`src/rtl/dmem_pkg.sv`:
```
// Shared encodings for the data-memory arbiter: bus owner per cycle and
// the owner of a read whose data returns on the following cycle.
package dmem_pkg;

  localparam int WAIT_W = 4;

  typedef enum logic [1:0] {
    OWN_NONE     = 2'd0,
    OWN_CPU      = 2'd1,
    OWN_DMA      = 2'd2,
    OWN_DMA_LOCK = 2'd3
  } owner_e;

  typedef enum logic [1:0] {
    RD_NONE = 2'd0,
    RD_CPU  = 2'd1,
    RD_DMA  = 2'd2
  } rd_owner_e;

endpackage

```
`src/rtl/dmem_arbiter.sv`:
```
// Single-port data memory arbiter between the MEM stage and a loader/debug DMA.
// CPU has priority; a starved DMA is force-granted and a locked DMA burst keeps the port.
module dmem_arbiter
  import dmem_pkg::*;
#(
  parameter int AW       = 16,
  parameter int DW       = 16,
  parameter int MAX_WAIT = 4
) (
  input  logic          clk,
  input  logic          rst,
  input  logic          cpu_req,
  input  logic          cpu_we,
  input  logic [AW-1:0] cpu_addr,
  input  logic [DW-1:0] cpu_wdata,
  output logic          cpu_stall,
  output logic [DW-1:0] cpu_rdata,
  input  logic          dma_req,
  input  logic          dma_we,
  input  logic [AW-1:0] dma_addr,
  input  logic [DW-1:0] dma_wdata,
  input  logic          dma_lock,
  output logic          dma_gnt,
  output logic          dma_rvalid,
  output logic [DW-1:0] dma_rdata,
  output logic [AW-1:0] mem_address,
  output logic [DW-1:0] mem_wrtData,
  output logic          mem_MemRead,
  output logic          mem_MemWrt,
  input  logic [DW-1:0] mem_readData
);

  localparam logic [WAIT_W-1:0] WAIT_LIMIT = WAIT_W'(MAX_WAIT);

  owner_e            state_reg, state_next;
  logic [WAIT_W-1:0] wait_cnt_reg, wait_cnt_next;
  rd_owner_e         rd_owner_reg, rd_owner_next;
  logic              cpu_granted, dma_granted;

  always_ff @(posedge clk or negedge rst) begin
    if (!rst) begin
      state_reg    <= OWN_NONE;
      wait_cnt_reg <= '0;
      rd_owner_reg <= RD_NONE;
    end else begin
      state_reg    <= state_next;
      wait_cnt_reg <= wait_cnt_next;
      rd_owner_reg <= rd_owner_next;
    end
  end

  // Grant priority: held lock, then starvation override, then CPU, then idle-bus DMA.
  always_comb begin
    cpu_granted   = 1'b0;
    dma_granted   = 1'b0;
    state_next    = OWN_NONE;
    wait_cnt_next = wait_cnt_reg;
    rd_owner_next = RD_NONE;

    if (state_reg == OWN_DMA_LOCK && dma_req) begin
      dma_granted = 1'b1;
    end else if (dma_req && wait_cnt_reg == WAIT_LIMIT) begin
      dma_granted = 1'b1;
    end else if (cpu_req) begin
      cpu_granted = 1'b1;
    end else if (dma_req) begin
      dma_granted = 1'b1;
    end

    if (dma_granted) begin
      state_next = dma_lock ? OWN_DMA_LOCK : OWN_DMA;
    end else if (cpu_granted) begin
      state_next = OWN_CPU;
    end

    if (dma_granted) begin
      wait_cnt_next = '0;
    end else if (dma_req && wait_cnt_reg < WAIT_LIMIT) begin
      wait_cnt_next = wait_cnt_reg + WAIT_W'(1);
    end

    if (dma_granted && !dma_we) begin
      rd_owner_next = RD_DMA;
    end else if (cpu_granted && !cpu_we) begin
      rd_owner_next = RD_CPU;
    end
  end

  // Everything visible is forced low while reset is held, including the comb paths.
  always_comb begin
    cpu_stall   = 1'b0;
    dma_gnt     = 1'b0;
    mem_address = '0;
    mem_wrtData = '0;
    mem_MemRead = 1'b0;
    mem_MemWrt  = 1'b0;
    cpu_rdata   = '0;
    dma_rvalid  = 1'b0;
    dma_rdata   = '0;

    if (rst) begin
      cpu_stall = cpu_req && !cpu_granted;
      dma_gnt   = dma_granted;

      if (dma_granted) begin
        mem_address = dma_addr;
        mem_wrtData = dma_wdata;
        mem_MemWrt  = dma_we;
        mem_MemRead = !dma_we;
      end else begin
        mem_address = cpu_addr;
        mem_wrtData = cpu_wdata;
        mem_MemWrt  = cpu_granted && cpu_we;
        mem_MemRead = cpu_granted && !cpu_we;
      end

      if (rd_owner_reg == RD_CPU) begin
        cpu_rdata = mem_readData;
      end
      if (rd_owner_reg == RD_DMA) begin
        dma_rvalid = 1'b1;
        dma_rdata  = mem_readData;
      end
    end
  end

endmodule

```
`config.mk`:
```
export PLATFORM = sky130hd
export DESIGN_NAME = dmem_arbiter
export DESIGN_NICKNAME = d
export VERILOG_FILES = /design/src/rtl/dmem_pkg.sv /design/src/rtl/dmem_arbiter.sv
export SDC_FILE = /design/constraint.sdc
export NUM_CORES = 1
export LEC_CHECK = 0
export ABC_AREA = 1
export BUFFER_PORTS_ARGS = -buffer_cell sky130_fd_sc_hd__clkbuf_2
export CORE_UTILIZATION = 34
export CTS_CLUSTER_SIZE = 10
export DETAILED_ROUTE_END_ITERATION = 10
export PLACE_DENSITY = 0.86
export SYNTH_ARGS = -nofsm -noshare
export SYNTH_HDL_FRONTEND = slang
export SYNTH_SLANG_ARGS = --single-unit
```
`constraint.sdc`:
```
create_clock -name clk -period 2.9 [get_ports clk]
set_input_delay 0.435 -clock clk [delete_from_list [all_inputs] [get_ports clk]]
set_output_delay 0.435 -clock clk [all_outputs]
set_load 0.02 [all_outputs]
```
==> results.json <==
{
  "status": "finished, final reports clean",
  "drv_cap": 0,
  "grtUsageTotal": 0.214,
  "worst_path_most_repeated_cell": "nand2_1",
  "path_depth": 10,
  "power.share.combinational": 0.650,
  "cp_cell_sequence": "inv_1 -> ha_1 -> nand2_1 -> inv_1 -> nand2_4 -> nand3_4 -> nand2_1 -> nand2_1 -> nor2_1 -> clkbuf_2",
  "leakagePower_nw": 1.31,
  "synth_fp_nets": 308,
  "synth_largest_type_area_fraction": 0.173,
  "grt_setup_unrepaired": "false",
  "start_util": 0.356,
  "area_growth_syn_to_layout_pct": 66.4,
  "global_route_wire_length_before_repair_um": 6050,
  "final_util": 0.592,
  "net_switching_mw": 0.327,
  "synth_cell_type_count": 17,
  "gr-total-overflow": 0,
  "reg2reg_setup_slack_ns": 1.32,
  "hp-class": "in2async",
  "cts_made_buffers": 3,
  "synth_edf_count": 0,
  "mappedNetlistArea_um2": 1200,
  "timing_worst_slew_pin_value_ns": 0.952,
  "synthesis.area_per_instance_um2": 5.46,
  "wire_per_inst_um": 10.7,
  "setup.worst_path.start_class": "flop",
  "synthMostInstantiatedCell": "nand2_1",
  "yosys_register_bits": 8,
  "finalMaxSlewViolations": 0,
  "grt_max_degree": 41,
  "most_frequent_cells_after_synthesis": "nand2_1, nor2_1, a21oi_1, nand4_1, inv_1",
  "drive_above_1_share": 0.459,
  "fp.dieW_um": 61.3,
  "worst-endpoint-required_ns": 2.47,
  "synth.yosys.warnings": 0,
  "floorplan.die_area_um2": 3760,
  "floorplan.rows": 21,
  "postRouteWirelength_um": 4380,
  "route.detailed.vias_per_inst": 4.81,
  "tns_ns": 0,
  "grt_antenna_before_repair": 0,
  "crit_path_end_kind": "output pin",
  "final_worst_clock_skew_ns": 0.000286,
  "global_placer_s_final_weighted_congestion": 0.775,
  "core_area_um2": 3360,
  "cell_at_the_root_of_the_clock_tree": "clkbuf_4",
  "worst_setup_path_startpoint": "wait_cnt_reg[0]$_DFFE_PN0P_",
  "final_worst_path_period_need_ns": 2.42,
  "timing.critical_path.arrival_ns": 1.99,
  "power_after_layout_mw": 0.672,
  "power.share.switching": 0.487,
  "synth_top_cell_by_area": "nand4_1",
  "drtPass1Iterations": 5,
  "async_flop_share": 1.00,
  "boundaryPins": 156,
  "route.antenna.remaining_nets": 0,
  "clock_tree.htree_level_count": 1,
  "max_slew_headroom": 0.364,
  "ys_seq_area_frac": 0.167,
  "timing.final.hold_violations": 0,
  "r2r_start": "wait_cnt_reg[0]$_DFFE_PN0P_",
  "worstSkewPairLatency_ns": 0.25,
  "power_report.internal_total_mw": 0.345,
  "setup.worst_path.class": "reg2out",
  "reg2reg_depth": 8,
  "power_density_nw_per_um2": 337,
  "hpwl_um": 3340,
  "synth_cells": 219,
  "crit_slowest_cell": "dfrtp_1",
  "biggest_area_contributors_in_the_synthesized_netlist": "nand4_1, dfrtp_1, a21oi_1",
  "cts_num_sinks": 8,
  "drtIter0Drc": 67,
  "max_reg_flops": 4,
  "die_height_um": 61.3,
  "clock_power_share": 0.127,
  "timing.critical_path.to": "mem_MemWrt",
  "path_max_fanout": 40,
  "synth_top_flop_cell": "dfrtp_1",
  "fmax_mhz": 413,
  "fin_hold_ws_ns": 0.0553,
  "worst_ir_drop_vdd_uv": 258,
  "worst_case_clock_buffer_depth": 2,
  "post-route-drc-count": 0,
  "power.share.sequential": 0.223,
  "clkTransAtPathRegs_ns": 0.05,
  "routed-via-count": 1961,
  "setup_violations": 0,
  "clock_tree_from_tritoncts": "done",
  "final.period_utilization": 0.835,
  "diodes": 0,
  "worst_path_dominant_cell_family": "simple AND/OR/NAND/NOR gates",
  "regToRegEndpoint": "rd_owner_reg[1]$_DFF_PN0_",
  "final_nets": 453,
  "place.port_buffers": 155,
  "number_of_global_route_vias_before_repair": 1460,
  "crit_path_max_incr_delay_ns": 0.38,
  "critical_path_buf_inv_count": 3
}
==> worst min path at each step <==
stage,startpoint,endpoint,slack (ns),cells after the start
2_1_floorplan,rst,rd_owner_reg[0]$_DFF_PN0_,0.14,0
3_3_place_gp,rst,state_reg[1]$_DFF_PN0_,0.33,1
3_5_place_dp,rst,wait_cnt_reg[3]$_DFFE_PN0P_,0.33,1
4_1_cts,rst,wait_cnt_reg[3]$_DFFE_PN0P_,0.06,1
5_1_grt,rst,state_reg[1]$_DFF_PN0_,0.06,1
6_report,rst,state_reg[0]$_DFF_PN0_,0.06,1
==> repair_timing <==
| item | 4_1_cts | 5_1_grt |
|---|---|---|
| endpoints found under the setup margin | 0 | 3 |
| buffers inserted | 0 | 0 |
| gates resized for setup | 0 | 1 |
| hold buffers | 0 | 0 |
==> kinds of logic after synthesis <==
family                   synth area share
adder cells (fa/ha/maj)            0.0209
AO/OA/AOI/OAI                       0.146
XOR/XNOR                          0.00732
flip-flops                          0.167
AND/OR/NAND/NOR                     0.484
buffers and inverters               0.174
==> power groups by stage <==
stage                     combinational [mW]  clock (mW)  sequential [mW]
after floorplan                        0.293           0            0.148
after global placement                 0.431           0            0.150
after detailed placement               0.436           0            0.152
after CTS                              0.438      0.0877            0.150
after global routing                   0.494      0.0996            0.153
final                                  0.437      0.0852            0.150
==> final cells by class <==
cell class                      instances  area [um^2]
Fill cell                             326         1370
Timing Repair Buffer                  158          798
Multi-Input combinational cell        162          796
Sequential cell                         8          200
Inverter                               31          116
Tap cell                               46         57.6
Clock buffer                            3         22.5
==> cell usage in the layout, fill, tap and decap left out, types with 2 or more instances in the layout <==
| cell type | count |
|---|---|
| buf_4 | 3 |
| dfrtp_1 | 8 |
| nand2_1 | 45 |
| inv_1 | 30 |
| nor2_1 | 39 |
| ha_1 | 2 |
| a21oi_1 | 35 |
| clkbuf_2 | 155 |
| clkbuf_4 | 3 |
| nand3_1 | 3 |
| nand4_1 | 33 |
==> layer usage <==
layer | GRT usage | wire length [um]
met1 | 0.223 | 1610
met2 | 0.427 | 2300
met3 | 0.0357 | 415
met4 | 0.0682 | 48
met5 | 0 | 0
==> through the flow <==
| step | worst slack [ns] | cell area [um^2] | instances |
|---|---|---|---|
| 2_1_floorplan | 0.925 | 1200 | 219 |
| 3_3_place_gp | 0.484 | 1960 | 405 |
| 3_5_place_dp | 0.424 | 1960 | 405 |
| 4_1_cts | 0.135 | 1980 | 408 |
| 5_1_grt | 0.251 | 1990 | 408 |
| 6_report | 0.477 | 1990 | 408 |
No activity file was read; power rests on OpenSTA's default activity.
